[config.mk]
export PLATFORM = sky130hd
export DESIGN_NAME = lsu_seq
export DESIGN_NICKNAME = d
export VERILOG_FILES = /design/src/rtl/lsu_seq.sv
export SDC_FILE = /design/constraint.sdc
export NUM_CORES = 1
export LEC_CHECK = 0
export ABC_AREA = 1
export BUFFER_PORTS_ARGS = -buffer_cell sky130_fd_sc_hd__buf_2
export CAP_MARGIN = 0
export CORE_AREA = 3 3 135 137
export CTS_BUF_LIST = sky130_fd_sc_hd__clkbuf_2 sky130_fd_sc_hd__clkbuf_4 sky130_fd_sc_hd__clkbuf_8
export DETAILED_ROUTE_END_ITERATION = 8
export DIE_AREA = 0 0 138 140
export GPL_ROUTABILITY_DRIVEN = 1
export GPL_TIMING_DRIVEN = 0
export SLEW_MARGIN = 40
export SYNTH_ARGS = -nofsm -noshare
export SYNTH_HDL_FRONTEND = slang
export SYNTH_SLANG_ARGS = --single-unit
[constraint.sdc]
create_clock -name GCLK -period 2.3 [get_ports GCLK]
set_clock_uncertainty 0.2 [all_clocks]
set_input_delay 0 -clock GCLK [delete_from_list [all_inputs] [get_ports GCLK]]
set_output_delay 0 -clock GCLK [all_outputs]
set_load 0.02 [all_outputs]
[src/rtl/lsu_seq.sv]
// rtl/lsu_seq.sv - load/store burst sequencer ahead of the 64-bit aligner; optional data abort under LSU_DABORT_EN
module lsu_seq #(
    parameter int AW = 32,
    parameter int DW = 64
) (
    input  logic          GCLK,
    input  logic          nRESET,
    input  logic          req_valid,
    output logic          req_ready,
    input  logic          req_load,
    input  logic [1:0]    req_size,
    input  logic          req_signed,
    input  logic [AW-1:0] req_addr,
    input  logic [3:0]    req_beats,
    input  logic [DW-1:0] st_data,
    output logic          st_pop,
    output logic [AW-1:0] DA,
    output logic          DnRW,
    output logic          DnMREQ,
    input  logic          nWAIT,
    output logic [1:0]    addr_low,
    output logic          out_ena,
    output logic          unsigned_byte,
    output logic          unsigned_hw,
    output logic          signed_byte,
    output logic          signed_hw,
    output logic [DW-1:0] ali_data,
    input  logic [DW-1:0] loaded_data,
    output logic          ld_valid,
    output logic [DW-1:0] ld_data,
    output logic          ld_last,
    output logic          busy
`ifdef LSU_DABORT_EN
    ,
    input  logic          DABORT,
    output logic          abort_flag
`endif
);

    localparam logic S_IDLE   = 1'b0;
    localparam logic S_ACCESS = 1'b1;

    logic       state;
    logic       load_q;
    logic [1:0] size_q;
    logic       signed_q;
    logic [3:0] cnt;
    logic       abort_now;
    logic       in_access;
    logic       beat_done;
    logic       is_byte;
    logic       is_hw;
    logic       sign_ext;

`ifdef LSU_DABORT_EN
    assign abort_now = DABORT;
`else
    assign abort_now = 1'b0;
`endif

    assign in_access = (state == S_ACCESS);
    assign beat_done = in_access & nWAIT;
    assign is_byte   = (size_q == 2'b01);
    assign is_hw     = (size_q == 2'b10);
    assign sign_ext  = load_q & signed_q;

    // Strobes derive from state so they drop the same cycle the burst ends.
    assign unsigned_byte = in_access & is_byte & ~sign_ext;
    assign signed_byte   = in_access & is_byte &  sign_ext;
    assign unsigned_hw   = in_access & is_hw   & ~sign_ext;
    assign signed_hw     = in_access & is_hw   &  sign_ext;

    assign req_ready = ~in_access;
    assign busy      = in_access;
    assign addr_low  = DA[1:0];
    assign ali_data  = (in_access & ~load_q) ? st_data : '0;
    // A reset landing on a completing beat must not release the store word.
    assign st_pop    = beat_done & ~load_q & ~abort_now & nRESET;

    always_ff @(posedge GCLK) begin
        if (!nRESET) begin
            state    <= S_IDLE;
            load_q   <= 1'b0;
            size_q   <= 2'b00;
            signed_q <= 1'b0;
            cnt      <= 4'd0;
            DA       <= '0;
            DnRW     <= 1'b0;
            DnMREQ   <= 1'b1;
            out_ena  <= 1'b0;
            ld_data  <= '0;
            ld_valid <= 1'b0;
            ld_last  <= 1'b0;
`ifdef LSU_DABORT_EN
            abort_flag <= 1'b0;
`endif
        end else begin
            ld_valid <= 1'b0;
            ld_last  <= 1'b0;
`ifdef LSU_DABORT_EN
            abort_flag <= 1'b0;
`endif
            case (state)
                S_IDLE: begin
                    if (req_valid) begin
                        load_q   <= req_load;
                        size_q   <= req_size;
                        signed_q <= req_signed;
                        cnt      <= req_beats;
                        DA       <= req_addr;
                        DnRW     <= ~req_load;
                        DnMREQ   <= 1'b0;
                        out_ena  <= ~req_load;
                        state    <= S_ACCESS;
                    end
                end
                default: begin
                    if (beat_done) begin
                        if (abort_now) begin
                            state   <= S_IDLE;
                            DnMREQ  <= 1'b1;
                            DnRW    <= 1'b0;
                            out_ena <= 1'b0;
`ifdef LSU_DABORT_EN
                            abort_flag <= 1'b1;
`endif
                        end else begin
                            if (load_q) begin
                                ld_data  <= loaded_data;
                                ld_valid <= 1'b1;
                                ld_last  <= (cnt == 4'd0);
                            end
                            if (cnt != 4'd0) begin
                                cnt <= cnt - 4'd1;
                                DA  <= DA + AW'(8);
                            end else begin
                                state   <= S_IDLE;
                                DnMREQ  <= 1'b1;
                                DnRW    <= 1'b0;
                                out_ena <= 1'b0;
                            end
                        end
                    end
                end
            endcase
        end
    end

endmodule
Word-level counts from Yosys, hierarchy flattened
Index checks and enable logic that the tools add are counted.

storage, ports and cells
  register bits after elaboration = 109
  bits in latches = 0
  RAM bits = 0
  memory bits (read-only) = 0
  input port bits = 172
  output and inout bits = 174
  word-level logic and storage cells = 64
  memories = 0

cells by class
  $add $sub $neg = 2
  multiply operators = 0
  div/mod/pow operators = 0
  order comparisons = 0
  equality and inequality tests = 5
  shift-type cells = 0
  multiplexer cells = 22
  bitwise operators = 15
  reduce and logical (&&, ||, !) cells = 9

operator list
  operator                                                number
  two-way mux 32 bit                                      4
  two-way mux 64 bit                                      1
  adder 32 x 4 -> 32 bit (second input constant)          1
  two-way mux 4 bit                                       4
  two-way mux 1 bit                                       13
  AND reduction 3 bit                                     4
  bitwise AND 1 bit                                       11
  zero test 4 bit                                         1
  inequality test 2 x 1 -> 1 bit (second input constant)  2
  inverter 1 bit                                          4
  AND reduction 4 bit                                     1
  nonzero test 4 bit                                      1
  subtractor 4 x 1 -> 4 bit (second input constant)       1
  equality test 2 x 1 -> 1 bit (second input constant)    1
  equality test 2 bit (second input constant)             1
  inequality test 2 bit (second input constant)           1
  AND reduction 2 bit                                     1
  nonzero test 2 bit                                      1

Logic depth before layout (Yosys ltp)
Gate-level depths: netlist (run 1).

  word-level depth = 4
  gate-level depth with buffers = 10

Worst setup path before layout (run 1)
Ideal clock, no wire load.

  path type = reg2reg
  from = register DA[3]
  to = register DA[27]
  library setup time = 0.132 ns
  arrival time = 1.522 ns
  path slack = 0.446 ns
  stages on the path, launching flop included = 11
  path buffers = 0
  period minus slack after synthesis = 1.854 ns
  path through = dfxtp_1 ha_1 nand2_1 nor2_4 nand2_1 nor2_1 nand2_1 nand2_1 nand3_1 nand2_1 a21oi_1

on the way
  word-level cells in the longest chain between the ends = 4

RTL lines
  item                      line  source
  start: declaration        17    output logic [AW-1:0] DA,
  start signal: assignment  110   DA <= req_addr;
  start signal: assignment  135   DA <= DA + AW'(8);
  adder 32 x 4 -> 32 bit    135
  two-way mux 32 bit        133   if (cnt != 4'd0) begin
  two-way mux 32 bit        118   if (beat_done) begin
  two-way mux 32 bit        103   case (state)

No other way between the ends. The select of a mux whose other input is x is not followed.
A chain may end at the register's enable or synchronous reset.

Worst setup path after layout (run 1)
  from = register state, in the netlist busy
  to = output ali_data[48]

on the way
  word-level cells in the longest chain between the ends = 2

RTL lines
  item                      line  source
  start: declaration        43    logic state;
  start signal: assignment  82    state <= S_IDLE;
  start signal: assignment  114   state <= S_ACCESS;
  start signal: assignment  120   state <= S_IDLE;
  bitwise AND 1 bit         76    assign ali_data = (in_access & ~load_q) ? st_data : '0;
  two-way mux 64 bit        76
  end: declaration          27    output logic [DW-1:0] ali_data,

No other way between the ends.

==> metrics.md, run 1 <==
| Metric | Value |
|---|---|
| Pin count of the biggest net entering global routing | 20 |
| Vias in the first global route | 7229 |
| Vias per cell | 4.64 |
| Area of the multi-input gates | 0.00279 sq mm |
| HP Class | in -> out |
| TritonCTS buffer count | 9 |
| Routability cong. | 0.917 |
| Share of cells above drive strength 1 | 29.8% |
| PD cells | 503 mW/mm^2 |
| First-pass DRT Iterations | 5 |
| Die area | 0.0193 sq mm |
| Worst setup margin | 0.123 ns |
| Port bufs | 345 |
| Root Buffer | clkbuf_8 |
| Fin nets | 1544 |
| CP endpoint kind | output port |
| Post-detail-place hpwl | 19.0 mm |
| Post-route ant nets | 0 |
| Via count | 7431 |
| FILL cells | 1775 |
| Worst relative slew slack | 54.0% |
| First-pass GRT wire length | 39.3 mm |
| Initial antenna violation count | 4 |
| Reg2Reg Depth | 10 |
| Final WL | 25.3 mm |
| Die span in x | 138 um |
| Final Setup Violations | 0 |
| Final design instance area without fill | 0.00897 sq mm |
| Synth Cell Area | 0.00561 sq mm |
| Mean area per synthesized cell | 6.24 sq um |
| Clk sinks | 109 |
| Final Core Density | 52.3% |
| Cell Area, Placed | 0.00762 sq mm |
| Fraction of synthesis flops using an asynchronous set or reset pin | 0% |
| Hold WS | 0.112 ns |
| Max Buffers Root-to-Sink | 2 |
| Final non-filler cell total | 1603 |
| Final hold violation count | 0 |
| Crit share post-route | 94.6% |
| GRT Util Overall | 25.0% |
| Residual DRC | 0 |
| Worst vdd ir | 322 uV |
| Total core area | 0.0172 sq mm |
| H-tree depth | 3 |
| Crit path time final | 2.18 ns |
| Drt wl/cell | 15.8 um |
| Seq cells post-synth | 109 |
| Mapped Nets | 1073 |
| GRT overflow | 0 |
| Pre-CTS WS | 0.232 ns |
| Status | complete, no violations |
| Hold path cells | 4 |
| Post-synth EDFFs | 0 |
| Leak | 4.46 nW |
| Path type of the worst setup path | reg -> out |
| Ports | 346 |
| Yosys warns | 0 |
| Max cap viols | 0 |
| Placed cells | 1469 |
| Sequential area share after synthesis | 38.9% |
| Critical Path Fanout Max | 10 |
| Fmax | 459 MHz |
| Initial Util | 32.7% |
| Register area | 0.00219 sq mm |
| Pins Over Slew Limit | 0 |
| Post-synth top flop | dfxtp_1 |
| Post-Synthesis Cells | 899 |
| Die height | 140 um |
| Iter 0 DRT Violations | 422 |
| FP Rows | 48 |
| Worst-path clk slew | 0.11 ns |
| Layout area overhead | 60.0% |
| Worst Max-Slew Pin Slew | 0.690 ns |
| Startpoint Class | register |
| Later-pin clock latency in the skew report | 0.40 ns |
| Worst path required time | 2.10 ns |
| Yosys cell types | 31 |
| WP data arrival | 1.98 ns |
| CTS tree | done |
-- critical path, stage by stage (launching register included) --
cell	delay [ns]
dfxtp_4	0.43
inv_2	0.12
or2_2	0.28
buf_2	0.18
buf_2	0.19
nor2_2	0.17
buf_2	0.20
-- power by group --
part | switching (mW) | internal [mW]
Combinational | 0.746 | 0.517
Sequential | 0.0941 | 1.97
Clock | 0.757 | 0.425
-- worst paths after layout --
check	slack (ns)	startpoint	to
worst min-delay path	0.11	st_data[14]	ali_data[14]
worst max-delay path	0.12	busy$_SDFF_PN0_	ali_data[48]
worst min register to register	0.27	ld_data[41]$_SDFFE_PN0P_	ld_data[41]$_SDFFE_PN0P_
worst max register to register	0.21	DA[4]$_SDFFE_PN0P_	DA[29]$_SDFFE_PN0P_
-- registers in the layout, indices dropped and copies added (netlist names), 2 cells and up --
signal	cells
cnt	4
DA	32
size_q	2
ld_data	64
-- cells in the mapped netlist (3+ instances only) --
| library cell | number | area share [%] |
|---|---|---|
| nand2_1 | 210 | 14 |
| nor2_1 | 162 | 11 |
| dfxtp_1 | 109 | 39 |
| inv_1 | 99 | 6.6 |
| a21oi_1 | 96 | 8.6 |
| nand3_1 | 91 | 8.1 |
| o21ai_0 | 33 | 2.9 |
| buf_2 | 29 | 2.6 |
| clkbuf_1 | 20 | 1.3 |
| nor3_1 | 6 | 0.54 |
| o21ai_1 | 5 | 0.45 |
| buf_1 | 4 | 0.27 |
| inv_2 | 4 | 0.27 |
| a31oi_1 | 3 | 0.33 |
| buf_4 | 3 | 0.40 |
| nor2_2 | 3 | 0.33 |
-- through the flow --
step,setup TNS (ns),power [mW]
6_report,0,4.51
3_3_place_gp,0,3.20
5_1_grt,-0.0191,4.77
3_5_place_dp,0,3.21
2_1_floorplan,0,2.73
4_1_cts,0,4.56
-- layer usage --
metal | global-route usage, % | vias to the layer above | part of all wire [%]
met5 | 0 | - | 0.079
met4 | 9.83 | 2 | 2.9
met3 | 4.44 | 49 | 6.2
met2 | 44.7 | 293 | 50
met1 | 29.8 | 3317 | 41
li1 | - | 3770 | -
-- what timing repair did --
action / CTS / global route
gates cloned: 0 / 0
pin swaps: 0 / 1
setup buffers: 0 / 2
resized for setup: 2 / 3
hold endpoints to repair: 106 / 0
hold buffers: 114 / 0
setup endpoints to repair: 42 / 9
-- cell usage in the layout (no fill, tap or decap), types with 4 or more instances in the layout --
master | Yosys | layout
nand3_1 | 91 | 91
nor2_1 | 162 | 161
buf_4 | 3 | 5
inv_1 | 99 | 99
o21ai_1 | 5 | 5
a21oi_1 | 96 | 96
o21ai_0 | 33 | 33
buf_2 | 29 | 374
nor3_1 | 6 | 6
clkbuf_1 | 20 | 20
dlygate4sd3_1 | 0 | 114
inv_2 | 4 | 4
nand2_1 | 210 | 210
dfxtp_1 | 109 | 107
clkbuf_8 | 0 | 9
-- kinds of logic after synthesis --
logic type | Yosys count | share of synthesized area [%]
XOR/XNOR | 3 | 0.468
buffers and inverters | 159 | 11.5
adder cells (fa/ha/maj) | 2 | 0.446
AO/OA/AOI/OAI | 146 | 13.7
AND/OR/NAND/NOR | 480 | 35.0
flip-flops | 109 | 38.9
-- final cells by class --
| type | count | area share, % |
|---|---|---|
| plain buffers | 55 | 2.83 |
| clock inverters | 6 | 0.586 |
| repair buffers | 461 | 32.1 |
| well taps | 225 | 3.14 |
| clock buffers | 10 | 1.46 |
| flip-flops and latches | 109 | 24.4 |
| inverters | 103 | 4.31 |
| multi-input cells | 631 | 31.1 |
| diodes | 3 | 0.0836 |
Note: power is estimated with default switching activity, not from simulation.
==> run 2, diff against run 1 <==
- CELL_PAD_IN_SITES_DETAIL_PLACEMENT: default -> 2
- CELL_PAD_IN_SITES_GLOBAL_PLACEMENT: default -> 2
- CORE_AREA: 3 3 135 137 -> default
- CORE_ASPECT_RATIO: default -> 1.2
- CORE_MARGIN: default -> 3
- CORE_UTILIZATION: default -> 21
- DIE_AREA: 0 0 138 140 -> default
- PLACE_DENSITY_LB_ADDON: default -> 0.1
- REMOVE_ABC_BUFFERS: default -> 1
==> metrics.md, run 2 (synthesis gave the netlist of run 1 again) <==
| Metric | Value |
|---|---|
| WP data arrival | 1.94 ns (-0.04 ns) |
| Critical Path Fanout Max | 46 (+36) |
| Final Setup Violations | 0 (unchanged) |
| H-tree depth | 3 (unchanged) |
| Hold path cells | 4 (unchanged) |
| Most frequent cells in the layout | 345 x buf_2, 208 x nand2_1, 162 x nor2_1 |
| Via count | 7471 (+0.54%) |
| Total core area | 0.0259 sq mm (+51%) |
| Leak | 4.42 nW (-1.0%) |
| CP endpoint kind | output port |
| Placed cells | 1523 (+3.7%) |
| Clk sinks | 109 (unchanged) |
| Final WL | 29.2 mm (+15%) |
| GRT overflow | 0 (unchanged) |
| CTS tree | done |
| Max cap viols | 0 (unchanged) |
| Worst Max-Slew Pin Slew | 0.465 ns (-0.225 ns) |
| Final hold violation count | 0 (unchanged) |
| Vias in the first global route | 8159 (+13%) |
| Root Buffer | clkbuf_8 |
| TNS Setup | 0 ns (unchanged) |
| Drt wl/cell | 17.5 um (+11%) |
| Grt met1 use | 22.3% (-7.5 points) |
| Worst-path clk slew | 0.13 ns (+0.02 ns) |
| Path type of the worst setup path | reg -> out |
| FP Rows | 64 (+33%) |
| Status | complete, no violations |
| GRT met2 Usage | 36.8% (-7.8 points) |
| Most common cell after layout, fill and taps aside | buf_2 |
| TritonCTS buffer count | 9 (unchanged) |
| Max Buffers Root-to-Sink | 2 (unchanged) |
| Share of cells above drive strength 1 | 29.5% (-0.37 points) |
| Iter 0 DRT Violations | 163 (-61%) |
| Initial antenna violation count | 0 (-4) |
| Most flops, register | ld_data |
| Area of the multi-input gates | 0.00283 sq mm (+1.4%) |
| Register area | 0.00219 sq mm (+0.11%) |
| Slowest CP cell | dfxtp_4 |
| Initial Util | 21.7% (-11 points) |
| RSZ-0062 raised after global routing | no |
| Crit-path cells | buf_12 -> or2_2 -> nor2_1 -> buf_2 |
| Worst relative slew slack | 69.0% (+15 points) |
| Crit path time final | 2.14 ns (-0.0386 ns) |
| Max incr delay on CP | 0.58 ns (+0.15 ns) |
| Worst path required time | 2.10 ns (about the same) |
| Layout area overhead | 61.6% |
| First-pass DRT Iterations | 4 (-1) |
| Vias per cell | 4.49 (-3.1%) |
| Residual DRC | 0 (unchanged) |
| Crit share post-route | 93.0% (-1.7 points) |
| Routability cong. | 0.743 (-19%) |
| Reg2Reg Depth | 6 (-4) |
| Pins Over Slew Limit | 0 (unchanged) |
| HP Class | in -> out |
| Die area | 0.0287 sq mm (+49%) |
| Final non-filler cell total | 1663 (+3.7%) |
| Later-pin clock latency in the skew report | 0.39 ns (about the same) |
| Worst vdd ir | 267 uV (-17%) |
| Die span in x | 155 um (+12%) |
| Port bufs | 345 (unchanged) |
| Post-detail-place hpwl | 19.6 mm (+3.2%) |
| Fin nets | 1500 (-2.8%) |
| Startpoint Class | register |
| FILL cells | 3239 (+82%) |
| Max reg flops | 64 (unchanged) |
| Die height | 185 um (+32%) |
| Ports | 346 (unchanged) |
| GRT Util Overall | 19.5% (-5.5 points) |
| First-pass GRT wire length | 45.1 mm (+15%) |
| Top Registers | ld_data: 64 flops, DA: 32 flops, cnt: 4 flops |
| Post-route ant nets | 0 (unchanged) |
| Met3 usage | 5.07% (+0.63 points) |
| Pin count of the biggest net entering global routing | 49 (+150%) |
| Fmax | 468 MHz (+1.8%) |
| PD cells | 507 mW/mm^2 (+0.83%) |
| Global route hottest layer | met2 |
-- run 2: power by group --
| part | switching, mW | leakage [nW] | internal (mW) |
|---|---|---|---|
| Clock | 0.806 | 0.103 | 0.434 |
| Sequential | 0.109 | 0.888 | 1.97 |
| Combinational | 0.756 | 3.43 | 0.519 |
| Total | 1.67 | 4.42 | 2.93 |
-- run 2: per-stage QoR --
stage / power, mW / hold WS [ns] / worst slack, ns / util (%) / area (sq um)
6_report: 4.60 / 0.113 / 0.162 / 35.1 / 9070
5_1_grt: 4.91 / 0.126 / 0.00839 / 35.0 / 9060
4_1_cts: 4.69 / 0.0314 / 0.0220 / 34.9 / 9030
3_5_place_dp: 3.20 / 0.0372 / -0.808 / 29.4 / 7610
3_3_place_gp: 3.16 / 0.0313 / -3.48 / 29.0 / 7490
2_1_floorplan: 2.68 / -0.116 / -1.29 / - / 5350
-- run 2: final cells by class --
| cell class | instances | share of cell area, % |
|---|---|---|
| Tap cell | 330 | 4.55 |
| Timing Repair Buffer | 468 | 33.1 |
| Inverter | 103 | 4.61 |
| Clock inverter | 7 | 0.855 |
| Multi-Input combinational cell | 634 | 31.2 |
| Clock buffer | 9 | 1.37 |
| Antenna cell | 2 | 0.0552 |
| Timing Repair inverter | 1 | 0.0966 |
| Sequential cell | 109 | 24.1 |
-- run 2: final timing paths --
check                           from                       to  slack, ns
max              load_q$_SDFFE_PN0P_             ali_data[16]       0.16
min                      st_data[47]             ali_data[47]       0.11
max reg2reg          busy$_SDFF_PN0_    signed_q$_SDFFE_PN0P_       0.21
min reg2reg  ld_data[8]$_SDFFE_PN0P_  ld_data[8]$_SDFFE_PN0P_       0.27
-- run 2: what timing repair did --
action | in CTS | in global routing
hold endpoints to repair | 107 | 0
pin swaps | 2 | 2
setup buffers | 3 | 2
cloned | 2 | 2
resized for setup | 9 | 5
endpoints found under the setup margin | 163 | 75
hold buffers | 113 | 0
-- run 2: metal layers --
layer,wire length [um],part of all wire (%)
met2,15600,53
met3,1810,6.2
met1,11600,40
met4,237,0.81
met5,0,0
-- run 2: worst max-delay path: cells and delay by family, from the launching register on --
kind | cells | cell delay [ns]
flip-flops | 1 | 0.58
AND/OR/NAND/NOR | 2 | 0.47
buffers and inverters | 2 | 0.45
